**src/rtl/mem_wb_skid_stage_if.sv**
```systemverilog
// mem_wb_skid_stage_if: MEM-to-WB handshake and payload bus for the skid stage
interface mem_wb_skid_stage_if #(
  parameter int DATA_W = 64,
  parameter int REG_AW = 5
);
  logic              flush;
  logic              in_valid;
  logic              in_ready;
  logic              in_wregen;
  logic [DATA_W-1:0] in_dout;
  logic [REG_AW-1:0] in_wreg;
  logic              out_valid;
  logic              out_ready;
  logic              out_wregen;
  logic [DATA_W-1:0] out_dout;
  logic [REG_AW-1:0] out_wreg;
  logic [1:0]        occ;
  modport slave (
    input  flush, in_valid, in_wregen, in_dout, in_wreg, out_ready,
    output in_ready, out_valid, out_wregen, out_dout, out_wreg, occ
  );
  modport master (
    output flush, in_valid, in_wregen, in_dout, in_wreg, out_ready,
    input  in_ready, out_valid, out_wregen, out_dout, out_wreg, occ
  );
endinterface

```
**src/rtl/mem_wb_skid_stage.sv**
```systemverilog
// mem_wb_skid_stage: 2-entry MEM/WB skid buffer with registered in_ready and flush
module mem_wb_skid_stage #(
  parameter int DATA_W        = 64,
  parameter int REG_AW        = 5,
  parameter int SUPPRESS_ZERO = 1
) (
  input logic               clk,
  input logic               reset,
  mem_wb_skid_stage_if.slave bus
);
  typedef enum logic [1:0] {EMPTY, ONE, TWO} state_t;
  typedef struct packed {
    logic              wregen;
    logic [DATA_W-1:0] dout;
    logic [REG_AW-1:0] wreg;
  } entry_t;
  state_t     state;
  entry_t     head, skid, in_e;
  logic       rdy, push, pop;
  logic [1:0] occ_q;
  assign push = bus.in_valid & rdy;
  assign pop  = (state != EMPTY) & bus.out_ready;
  // Writes to register 0 are architecturally dead, so their enable is dropped here.
  assign in_e = '{wregen: bus.in_wregen & ~(SUPPRESS_ZERO != 0 && bus.in_wreg == '0),
                  dout:   bus.in_dout,
                  wreg:   bus.in_wreg};
  assign bus.in_ready   = rdy;
  assign bus.out_valid  = state != EMPTY;
  assign bus.out_wregen = head.wregen;
  assign bus.out_dout   = head.dout;
  assign bus.out_wreg   = head.wreg;
  assign bus.occ        = occ_q;
  always_ff @(posedge clk or negedge reset) begin
    if (!reset) begin
      state <= EMPTY;
      head  <= '0;
      skid  <= '0;
      rdy   <= 1'b0;
      occ_q <= 2'd0;
    end else if (bus.flush) begin
      state <= EMPTY;
      rdy   <= 1'b1;
      occ_q <= 2'd0;
    end else begin
      rdy <= 1'b1;
      case (state)
        EMPTY: if (push) begin
          head  <= in_e;
          state <= ONE;
          occ_q <= 2'd1;
        end
        ONE: if (push && !pop) begin
          skid  <= in_e;
          state <= TWO;
          rdy   <= 1'b0;
          occ_q <= 2'd2;
        end else if (pop && !push) begin
          state <= EMPTY;
          occ_q <= 2'd0;
        end else if (push) begin
          head <= in_e;
        end
        TWO: if (pop) begin
          head  <= skid;
          state <= ONE;
          occ_q <= 2'd1;
        end else begin
          rdy <= 1'b0;
        end
        default: begin
          state <= EMPTY;
          occ_q <= 2'd0;
        end
      endcase
    end
  end
endmodule

```
**src/flat_wrapper.sv**
```systemverilog
// flat-port wrapper written by rule: the top's interface ports become plain ports
module mem_wb_skid_stage_flat 
#(
  parameter int DATA_W        = 64,
  parameter int REG_AW        = 5,
  parameter int SUPPRESS_ZERO = 1
)
  (clk, reset, bus_flush, bus_in_valid, bus_in_wregen, bus_in_dout, bus_in_wreg, bus_out_ready, bus_in_ready, bus_out_valid, bus_out_wregen, bus_out_dout, bus_out_wreg, bus_occ);
  mem_wb_skid_stage_if #(.DATA_W(DATA_W), .REG_AW(REG_AW)) bus_i ();
  input logic clk;
  input logic reset;
  input wire logic [$bits(bus_i.flush)-1:0] bus_flush;
  input wire logic [$bits(bus_i.in_valid)-1:0] bus_in_valid;
  input wire logic [$bits(bus_i.in_wregen)-1:0] bus_in_wregen;
  input wire logic [$bits(bus_i.in_dout)-1:0] bus_in_dout;
  input wire logic [$bits(bus_i.in_wreg)-1:0] bus_in_wreg;
  input wire logic [$bits(bus_i.out_ready)-1:0] bus_out_ready;
  output wire logic [$bits(bus_i.in_ready)-1:0] bus_in_ready;
  output wire logic [$bits(bus_i.out_valid)-1:0] bus_out_valid;
  output wire logic [$bits(bus_i.out_wregen)-1:0] bus_out_wregen;
  output wire logic [$bits(bus_i.out_dout)-1:0] bus_out_dout;
  output wire logic [$bits(bus_i.out_wreg)-1:0] bus_out_wreg;
  output wire logic [$bits(bus_i.occ)-1:0] bus_occ;
  assign bus_i.flush = bus_flush;
  assign bus_i.in_valid = bus_in_valid;
  assign bus_i.in_wregen = bus_in_wregen;
  assign bus_i.in_dout = bus_in_dout;
  assign bus_i.in_wreg = bus_in_wreg;
  assign bus_i.out_ready = bus_out_ready;
  assign bus_in_ready = bus_i.in_ready;
  assign bus_out_valid = bus_i.out_valid;
  assign bus_out_wregen = bus_i.out_wregen;
  assign bus_out_dout = bus_i.out_dout;
  assign bus_out_wreg = bus_i.out_wreg;
  assign bus_occ = bus_i.occ;
  mem_wb_skid_stage #(.DATA_W(DATA_W), .REG_AW(REG_AW), .SUPPRESS_ZERO(SUPPRESS_ZERO)) u_core (.clk(clk), .reset(reset), .bus(bus_i));
endmodule
```
**config.mk**
```make
export PLATFORM = sky130hd
export DESIGN_NAME = mem_wb_skid_stage_flat
export DESIGN_NICKNAME = d
export VERILOG_FILES = /design/src/rtl/mem_wb_skid_stage_if.sv /design/src/rtl/mem_wb_skid_stage.sv /design/src/flat_wrapper.sv
export SDC_FILE = /design/constraint.sdc
export NUM_CORES = 1
export LEC_CHECK = 0
export BUFFER_PORTS_ARGS = -buffer_cell sky130_fd_sc_hd__buf_4
export CORE_MARGIN = 3
export CORE_UTILIZATION = 30
export CTS_CLUSTER_DIAMETER = 50
export CTS_CLUSTER_SIZE = 40
export DETAILED_ROUTE_END_ITERATION = 6
export GPL_TIMING_DRIVEN = 0
export PLACE_DENSITY = 0.51
export SETUP_SLACK_MARGIN = 0.15
export SKIP_LAST_GASP = 1
export SYNTH_ARGS = -nofsm -noshare
export SYNTH_HDL_FRONTEND = slang
export SYNTH_SLANG_ARGS = --single-unit
export TNS_END_PERCENT = 50
```
**constraint.sdc**
```tcl
create_clock -name clk -period 3.3 [get_ports clk]
set_clock_uncertainty 0.1 [all_clocks]
set_input_delay 0.66 -clock clk [delete_from_list [all_inputs] [get_ports clk]]
set_output_delay 0.66 -clock clk [all_outputs]
set_load 0.005 [all_outputs]
```
==> flow_summary.yaml, run 1 <==
timing:
  rsz_0062_raised_after_global_routing: "no"
  finalSetupTns_ns: 0
  fmaxAchievable_mhz: 363.6
  finalSetupViolCount: 0
  slew_headroom_pct: 55.84
  layout_worst_path_cycle_share_pct: 83.35
  tightestPinTransition_ns: 0.6624
  slew_violations: 0
  report.final.hold_viol_count: 0
  fin_crit_ns: 2.750
floorplan:
  die_area_sq_um: 23820
  fp.dieH_um: 154.3
  core_region_area_sq_um: 21290
  row_count: 53
  chipWidth_um: 154.3
  floorplan.initialDensity_pct: 31.01
  io_pins: 149
synthesis:
  largest_family_of_logic_cells_by_synthesized_area: "multiplexers"
  synth-compound-area-share_pct: 1.441
  ys_types: 25
  synth_simple_gate_area_share_pct: 1.043
  post-synth-top-area-cell: "dfrtp_1"
  synth.cell_area_sq_um: 6600
  synthDominantCellAreaShare_pct: 54.22
  post_synth_fa_ha_maj_area_fraction_pct: 1.137
  netlist_instances: 408
  synth.yosys.seq_area_share_pct: 54.22
  synth.net_count: 489
  synthesis.yosys.warnings: 0
  synth-xor-area-share_pct: 0
  synth_top_cells_by_area: "dfrtp_1, mux2_2, mux2_4, mux2_1, buf_6"
  postSynthAreaPerCell_sq_um: 16.18
  synth.mux.area_fraction_pct: 39.56
  synth-seq-cells: 143
global_route:
  wire_length_of_the_first_global_routing_pass_um: 24390
  grt_ovf: 0
  globalRouteTotalUtil_pct: 13.08
  via_count_of_the_first_global_routing_pass: 4431
  grt_max_degree: 77
  initial_antenna_violation_count: 0
placed_design:
  post-place-cells: 832
  hpwlAfterDp_um: 10520
  gp_routability_congestion: 0.7255
  port_buffers: 148
power:
  p_per_area_nw_per_um2: 868.0
  peak_vdd_ir_mv: 0.3677
  p_leak_uw: 0.003977
setup_path:
  timing.critical_path.arrival_ns: 2.94
  worst_r2r_path_depth: 8
  critPathMaxFanout: 10
  worst_setup_path_start_kind: "flop"
  critPathRequiredTime_ns: 3.49
  critical_path_sink_type: "flop"
  path_class: "flop to flop"
route:
  avgViaCountPerCell: 4.486
  drt_pre_antenna_iters: 4
  via_count: 3885
  drtAntennaViolNets: 0
  drt-initial-drc-count: 88
  drc_errors: 0
  drt-total-wl_um: 15060
  wl_per_cell_um: 17.39
clock_tree:
  cts-htree-levels: 4
  cts-buffers-inserted: 17
  cts.reportedPaths.clkPinSlew_ns: 0.07
  clkSinkCount: 143
  post_cts.resized_instances: 0
  maximum_buffer_depth_of_the_clock_tree: 2
  cts_tree: "done"
  clock_insertion_delay_worst_skew_ns: 0.41
  clock_tree.root_cell: "clkbuf_16"
finish:
  area_growth_pct: 31.60
  finish.cell_count_without_fillers: 866
  layout-drive-gt1-share_pct: 66.50
  diodes: 0
  fillers: 1990
  finish.net_count: 659
status:
  outcome: "complete, no violations"
worst_hold_path:
  type_of_the_worst_min_delay_path: "primary input to async pin"
flow_run:
  cap_violations: 0
==> kinds of logic (layout without fill, tap and decap cells) <==
kind of cell               count (synthesis)  count (layout)
AOI/OAI and AO/OA                         10              10
adders and majority gates                  6               6
buffers and inverters                     29             212
DFF                                      143             143
muxes                                    209             209
and+or+nand+nor                           11              11
==> layout make-up <==
cell class / instances / area [sq um] / area share, %
inverters: 6 / 22.52 / 0.2593
well taps: 275 / 344.1 / 3.961
clock inverters: 14 / 155.1 / 1.786
flip-flops and latches: 143 / 3578 / 41.20
clock buffers: 18 / 429.2 / 4.941
multi-input cells: 236 / 2850 / 32.81
repair buffers: 151 / 1157 / 13.32
plain buffers: 23 / 148.9 / 1.714
==> worst max-delay path, stage by stage, from the launching register on <==
cell and delay [ns]:
dfrtp_1 0.43, inv_1 0.09, ha_1 0.26, nand2b_1 0.21, ha_1 0.23, nand3b_1 0.09
clkbuf_1 0.44, buf_2 0.39, mux2_2 0.38
==> metrics by stage <==
step                hold slack, ns  area, sq um  util [%]  total power [uW]  setup slack, ns
detailed placement          0.3733         8087     37.99              5708           0.1075
CTS                         0.1526         8686     40.80              7683           0.4445
floorplan                   0.2644         6600         -              4504           0.6424
global route                0.1666         8686     40.80              8018           0.3054
global placement            0.3699         8055     37.84              5603           0.1600
finish                      0.1440         8686     40.80              7539           0.5496
==> cells in the final DEF, fill, tap and decap left out, types with 2 or more instances in the layout <==
master / count
buf_6: 8
buf_1: 3
mux2_2: 126
bufinv_16: 2
clkbuf_1: 6
dfrtp_1: 143
inv_6: 6
mux2_1: 13
nand2b_1: 3
clkbuf_16: 17
buf_4: 149
o21a_1: 2
o21ai_1: 2
inv_1: 6
buf_2: 8
nand3b_1: 3
clkinvlp_4: 5
nand2_1: 2
ha_1: 6
mux2_4: 69
==> cell usage after synthesis <==
library cell  instances
dfrtp_1             143
mux2_2              126
mux2_4               69
mux2_1               13
buf_2                 8
buf_6                 7
ha_1                  6
inv_1                 6
clkbuf_1              5
buf_1                 3
nand2b_1              3
nand3b_1              3
nand2_1               2
o21a_1                2
o21ai_1               2
a2111oi_4             1
a211oi_1              1
a222oi_1              1
a22o_1                1
mux2i_1               1
nand4b_1              1
nor2_1                1
o31ai_1               1
o32ai_1               1
or4_1                 1
==> routing by layer <==
metal / part of all wire (%) / wire, um / track usage (%)
met1: 44 / 6580 / 16.33
met4: 1.0 / 150 / 4.037
met3: 8.0 / 1200 / 5.344
met5: 0 / 0 / 0
met2: 47 / 7126 / 20.80
==> sequential cells by signal, summed over array words and instances, names as in the netlist <==
register / count
u_core.bus.out_wregen: 1
u_core.bus.out_wreg: 5
u_core.bus.out_dout: 64
u_core.state: 2
u_core.skid: 70
u_core.bus.in_ready: 1
==> repair_timing <==
item	4_1_cts	5_1_grt
hold buffers	0	0
endpoints found under the hold margin	0	0
setup buffers	2	0
endpoints found under the setup margin	69	0
==> power breakdown <==
part	internal, uW	total (uW)	switching [uW]
combinational	1720	2520	795
clock	1130	1910	782
sequential	2630	3120	481
==> final timing paths <==
check / end / start / slack (ns)
setup / recovery: u_core.skid[31]$_DFFE_PN0P_ / u_core.state[0]$_DFFE_PN0P_ / 0.55
hold / removal: u_core.skid[5]$_DFFE_PN0P_ / reset / 0.14
setup reg to reg: u_core.skid[31]$_DFFE_PN0P_ / u_core.state[0]$_DFFE_PN0P_ / 0.55
hold reg to reg: u_core.skid[69]$_DFFE_PN0P_ / u_core.skid[69]$_DFFE_PN0P_ / 0.38
max in group asynchronous: u_core.skid[44]$_DFFE_PN0P_ / reset / 2.12
min in group clk: u_core.skid[28]$_DFFE_PN0P_ / bus_in_dout[23] / 0.37
No activity file was read; power rests on OpenSTA's default activity.
==> run 2, diff against run 1 <==
--- a/config.mk
+++ b/config.mk
@@ -12,7 +12,7 @@
 export CTS_CLUSTER_SIZE = 40
 export DETAILED_ROUTE_END_ITERATION = 6
 export GPL_TIMING_DRIVEN = 0
-export PLACE_DENSITY = 0.51
+export PLACE_DENSITY = 0.53
 export SETUP_SLACK_MARGIN = 0.15
 export SKIP_LAST_GASP = 1
 export SYNTH_ARGS = -nofsm -noshare
==> constraint.sdc (replaced) <==
create_clock -name clk -period 2.5 [get_ports clk]
set_clock_uncertainty 0.1 [all_clocks]
set_input_delay 0.5 -clock clk [delete_from_list [all_inputs] [get_ports clk]]
set_output_delay 0.5 -clock clk [all_outputs]
set_load 0.005 [all_outputs]
==> flow_summary.yaml, run 2 (synthesis results as in run 1) <==
finish:
  finish.cell_count_without_fillers: 878
  largest_register_ffs: 70
  layout-drive-gt1-share_pct: 69.49
  regArea_sq_um: 3578
  multi_input_comb_area_sq_um: 2898
  diodes: 0
  area_growth_pct: 35.24
  most_frequent_standard_cell_in_the_layout_excluding_fill_and_tap_cells: "buf_4"
  fillers: 1994
  commonest_cells_after_routing_fill_and_taps_aside: "buf_4, dfrtp_1, mux2_2, mux2_4, clkbuf_16"
  final_core_util_pct: 41.93
  finish.net_count: 671
  registers.top_by_ff_count: "u_core.skid"
timing:
  slew_headroom_pct: 55.27
  slew_violations: 0
  layout_worst_path_cycle_share_pct: 94.55
  tightestPinTransition_ns: 0.6710
  report.final.hold_viol_count: 0
  finalSetupViolCount: 0
  whs_ns: 0.2111
  fmaxAchievable_mhz: 423.1
  fin_crit_ns: 2.364
  rsz_0062_raised_after_global_routing: "yes"
power:
  peak_vdd_ir_mv: 0.5374
  switching_share_pct: 28.18
  combinationalPowerShare_pct: 35.3
  p_leak_uw: 0.004102
  p_per_area_nw_per_um2: 1123
  clock_power_share_pct: 23.8
  p_sw_uw: 2825
  seq_power_share_pct: 40.9
  cell_internal_pwr_uw: 7201
route:
  drt-initial-drc-count: 117
  drc_errors: 0
  drt_pre_antenna_iters: 4
  wl_per_cell_um: 17.31
  avgViaCountPerCell: 4.506
  drtAntennaViolNets: 0
  via_count: 3956
  drt-total-wl_um: 15200
clock_tree:
  cts-htree-levels: 4
  clock_insertion_delay_worst_skew_ns: 0.42
  clock_tree.root_cell: "clkbuf_16"
  clkSinkCount: 143
  cts-buffers-inserted: 17
  cts.reportedPaths.clkPinSlew_ns: 0.06
  cts_tree: "done"
  maximum_buffer_depth_of_the_clock_tree: 2
floorplan:
  die_area_sq_um: 23820
  chipWidth_um: 154.3
  floorplan.initialDensity_pct: 31.01
  fp.dieH_um: 154.3
  io_pins: 149
  core_region_area_sq_um: 21290
  row_count: 53
setup_path:
  critical_path_sink_type: "flop"
  worst_setup_path_start_kind: "flop"
  path_class: "flop to flop"
  critPathMaxFanout: 10
  critical_path.max_stage_delay_ns: 0.42
  crit_path_cell_trace: "inv_2, ha_4, nand2b_4, inv_2, ha_4, o21a_1, a2111oi_4, buf_6, buf_8, mux2_4"
  critical_path.slowest_cell: "dfrtp_1"
  critPathRequiredTime_ns: 2.70
  timing.critical_path.arrival_ns: 2.56
global_route:
  via_count_of_the_first_global_routing_pass: 4539
  grt_ovf: 0
  wire_length_of_the_first_global_routing_pass_um: 24630
  globalRouteTotalUtil_pct: 13.09
  grt_max_degree: 76
  initial_antenna_violation_count: 1
placed_design:
  port_buffers: 148
  gp_routability_congestion: 0.7400
  post-place-cells: 832
  hpwlAfterDp_um: 10480
worst_hold_path:
  type_of_the_worst_min_delay_path: "primary input to flop"
flow_run:
  cap_violations: 0
status:
  outcome: "complete, no violations"
==> run 2: cell types whose count changed in the layout (fill, tap and decap cells not counted), sizes merged <==
| cell | delta |
|---|---|
| buf | +5 |
| bufinv | -2 |
| clkbuf | +6 |
| clkinv | +3 |
| clkinvlp | -2 |
| dlygate4sd3 | +1 |
| inv | +1 |
==> run 2: power groups by stage <==
| stage | logic, uW | clock network (uW) | registers [uW] |
|---|---|---|---|
| 2_1_floorplan | 1930 | 0 | 4030 |
| 3_3_place_gp | 3340 | 0 | 4080 |
| 3_5_place_dp | 3410 | 0 | 4140 |
| 4_1_cts | 3540 | 2480 | 4120 |
| 5_1_grt | 3860 | 2560 | 4260 |
| 6_report | 3540 | 2390 | 4100 |
==> run 2: critical path: cells and delay by family (launching register included) <==
kind / cells / cell delay (ns)
AND/OR/NAND/NOR: 1 / 0.14
flip-flops: 1 / 0.42
AO/OA/AOI/OAI: 2 / 0.50
buffers and inverters: 4 / 0.51
multiplexers: 1 / 0.31
adder cells (fa/ha/maj): 2 / 0.27
==> run 2: path summary, 6_finish.rpt <==
| path | from | endpoint | slack, ns | cells after the start |
|---|---|---|---|---|
| worst max-delay path | u_core.state[1]$_DFFE_PN0P_ | u_core.bus.out_dout[23]$_DFFE_PN0P_ | 0.14 | 10 |
| worst min-delay path | bus_in_dout[23] | u_core.skid[28]$_DFFE_PN0P_ | 0.21 | 2 |
| worst max register to register | u_core.state[1]$_DFFE_PN0P_ | u_core.bus.out_dout[23]$_DFFE_PN0P_ | 0.14 | 10 |
| worst min register to register | u_core.skid[29]$_DFFE_PN0P_ | u_core.skid[29]$_DFFE_PN0P_ | 0.39 | 1 |
| max in group asynchronous | reset | u_core.skid[39]$_DFFE_PN0P_ | 0.94 | 3 |
| min in group asynchronous | reset | u_core.bus.out_dout[1]$_DFFE_PN0P_ | 0.53 | 2 |
==> run 2: what timing repair did <==
item                                   4_1_cts  5_1_grt
gates cloned                                 1        2
hold buffers                                 1        0
pin swaps                                    3        0
setup buffers                                7        3
gates resized for setup                     23        8
setup endpoints to repair                  139      136
endpoints found under the hold margin       12        0
==> run 2: cell type report <==
cell class                 count  share of cell area [%]
sequential                   143                   40.09
multi-input combinational    236                   32.46
timing repair buffer         163                   14.75
clock buffer                  18                   4.808
tap                          275                   3.855
buffer                        23                   2.397
clock inverter                14                   1.388
inverter                       6                  0.2523
==> run 2: layer usage <==
metal,global-route usage [%],wire (um),vias to the layer above
met1,15.64,6353,2009
met3,5.624,1269,15
li1,-,-,1833
met5,0,11,-
met2,21.13,7383,97
met4,4.668,180,2
==> run 2: per-stage QoR <==
step | cell area [sq um] | total power [uW] | setup slack [ns] | TNS, ns
6_report | 8926 | 10030 | 0.1363 | 0
4_1_cts | 8820 | 10140 | 0.1394 | 0
3_5_place_dp | 8112 | 7550 | -0.4977 | -46.66
3_3_place_gp | 8080 | 7415 | -0.4574 | -41.45
5_1_grt | 8926 | 10680 | 0.02918 | 0
2_1_floorplan | 6625 | 5964 | -0.02163 | -1.483
==> run 3, diff against run 2 <==
--- a/config.mk
+++ b/config.mk
@@ -7,12 +7,11 @@
 export LEC_CHECK = 0
 export BUFFER_PORTS_ARGS = -buffer_cell sky130_fd_sc_hd__buf_4
 export CORE_MARGIN = 3
-export CORE_UTILIZATION = 30
+export CORE_UTILIZATION = 25
 export CTS_CLUSTER_DIAMETER = 50
 export CTS_CLUSTER_SIZE = 40
 export DETAILED_ROUTE_END_ITERATION = 6
-export GPL_TIMING_DRIVEN = 0
-export PLACE_DENSITY = 0.53
+export PLACE_DENSITY = 0.47
 export SETUP_SLACK_MARGIN = 0.15
 export SKIP_LAST_GASP = 1
 export SYNTH_ARGS = -nofsm -noshare
==> flow_summary.yaml, run 3 (synthesis results as in run 1) <==
finish:
  finish.instance_area_sq_um: 9041
  multi_input_comb_area_sq_um: 2898
  fillers: 2461
  registers.top_by_ff_count: "u_core.skid"
  most_frequent_standard_cell_in_the_layout_excluding_fill_and_tap_cells: "buf_4"
  largest_register_ffs: 70
  commonest_cells_after_routing_fill_and_taps_aside: "buf_4, dfrtp_1, mux2_2, mux2_4, clkbuf_16"
  layout-drive-gt1-share_pct: 69.15
  area_growth_pct: 36.99
  final_core_util_pct: 35.39
  regArea_sq_um: 3578
  finish.cell_count_without_fillers: 920
  diodes: 0
  finish.net_count: 658
clock_tree:
  cts-htree-levels: 4
  cts_tree: "done"
  cts-buffers-inserted: 17
  cts.reportedPaths.clkPinSlew_ns: 0.07
  clkSinkCount: 143
  maximum_buffer_depth_of_the_clock_tree: 2
  clock_tree.root_cell: "clkbuf_16"
  clock_insertion_delay_worst_skew_ns: 0.41
global_route:
  wire_length_of_the_first_global_routing_pass_um: 25130
  globalRouteTotalUtil_pct: 11.28
  grt_ovf: 0
  via_count_of_the_first_global_routing_pass: 4468
  grt_max_degree: 60
  initial_antenna_violation_count: 0
worst_hold_path:
  timing.hold.worst_endpoint: "u_core.skid[28]$_DFFE_PN0P_"
  type_of_the_worst_min_delay_path: "primary input to flop"
  source_of_the_worst_hold_timing_path: "bus_in_dout[23]"
  hold_depth: 2
placed_design:
  gp_routability_congestion: 0.7008
  hpwlAfterDp_um: 10310
  post-place-cells: 879
  port_buffers: 148
  postPlaceCellArea_sq_um: 8237
timing:
  tightestPinTransition_ns: 0.5146
  finalSetupViolCount: 0
  fmaxAchievable_mhz: 425.2
  rsz_0062_raised_after_global_routing: "yes"
  layout_worst_path_cycle_share_pct: 94.06
  slew_violations: 0
  report.final.hold_viol_count: 0
  slew_headroom_pct: 65.70
  fin_crit_ns: 2.352
floorplan:
  die_area_sq_um: 28390
  core_region_area_sq_um: 25540
  floorplan.initialDensity_pct: 25.84
  fp.dieH_um: 168.5
  io_pins: 149
  row_count: 58
  chipWidth_um: 168.5
setup_path:
  path_class: "flop to flop"
  timing.critical_path.max_delay_family: "buffers and inverters"
  regToRegStartpoint: "u_core.state[1]$_DFFE_PN0P_"
  critPathMaxFanout: 18
  r2r-end: "u_core.bus.out_dout[30]$_DFFE_PN0P_"
  worst_setup_path_start_kind: "flop"
  r2r_setup_slack_ns: 0.15
  critical_path.max_stage_delay_ns: 0.36
  crit_path_cell_trace: "inv_2, ha_4, nand2b_4, ha_2, o21a_1, a2111oi_4, buf_4, buf_6, mux2_4"
  critPathRequiredTime_ns: 2.70
  critical_path_sink_type: "flop"
  critical_path.n_buffers_inverters: 3
  timing.critical_path.arrival_ns: 2.55
  worst_r2r_path_depth: 9
  critical_path.slowest_cell: "dfrtp_1"
route:
  drt_pre_antenna_iters: 4
  drtAntennaViolNets: 0
  avgViaCountPerCell: 4.297
  via_count: 3953
  wl_per_cell_um: 17.66
  drt-total-wl_um: 16250
  drt-initial-drc-count: 159
  drc_errors: 0
status:
  outcome: "complete, no violations"
power:
  p_per_area_nw_per_um2: 1154
  p_leak_uw: 0.004103
  peak_vdd_ir_mv: 0.4428
flow_run:
  cap_violations: 0
-- run 3: cell count changes in the layout (fill, tap and decap cells not counted), sizes merged --
| cell | delta |
|---|---|
| bufinv | +4 |
| inv | -3 |
| clkinv | -1 |
| buf | -6 |
| clkbuf | -7 |
-- run 3: through the flow --
stage / worst slack (ns) / setup TNS, ns / total power [uW] / hold WS [ns]
2_1_floorplan: -0.02163 / -1.483 / 5964 / 0.1044
3_3_place_gp: 0.04023 / 0 / 7503 / 0.3628
3_5_place_dp: 0.01822 / 0 / 7628 / 0.3761
4_1_cts: 0.1140 / 0 / 10530 / 0.1758
5_1_grt: 0.06441 / 0 / 11090 / 0.1852
6_report: 0.1484 / 0 / 10440 / 0.2004
-- run 3: area by class of cell --
type                       count  area share, %
multi-input combinational    236          32.05
clock inverter                14          2.256
clock buffer                  18          4.857
tap                          330          4.567
sequential                   143          39.58
timing repair buffer         173          16.44
inverter                       6         0.2491
-- run 3: what timing repair did --
| item | CTS | global route |
|---|---|---|
| hold buffers | 1 | 0 |
| resized for setup | 0 | 8 |
| endpoints found under the setup margin | 69 | 70 |
| cloned | 0 | 5 |
| buffers inserted | 0 | 3 |
| hold endpoints to repair | 47 | 0 |
| pin swaps | 1 | 1 |
-- run 3: layer usage --
metal	wire, um	global-route usage (%)
met1	6980	13.22
met2	7926	19.07
met3	1190	4.858
met4	153	2.917
met5	0	0
-- run 3: how the worst max path moves through the flow --
stage | end | from | cells after the start
after floorplan | u_core.bus.out_dout[0]$_DFFE_PN0P_ | u_core.state[1]$_DFFE_PN0P_ | 9
after global placement | u_core.bus.out_dout[3]$_DFFE_PN0P_ | bus_in_valid | 9
after detailed placement | u_core.bus.out_dout[2]$_DFFE_PN0P_ | bus_in_valid | 9
after CTS | u_core.bus.out_dout[57]$_DFFE_PN0P_ | u_core.state[1]$_DFFE_PN0P_ | 10
after global routing | u_core.bus.out_dout[10]$_DFFE_PN0P_ | u_core.state[0]$_DFFE_PN0P_ | 8
final | u_core.bus.out_dout[30]$_DFFE_PN0P_ | u_core.state[1]$_DFFE_PN0P_ | 9
-- run 3: report_power, final --
part / switching (uW) / internal (uW)
clock: 1080 / 1720
sequential: 634 / 3480
combinational: 1120 / 2400
total: 2840 / 7600
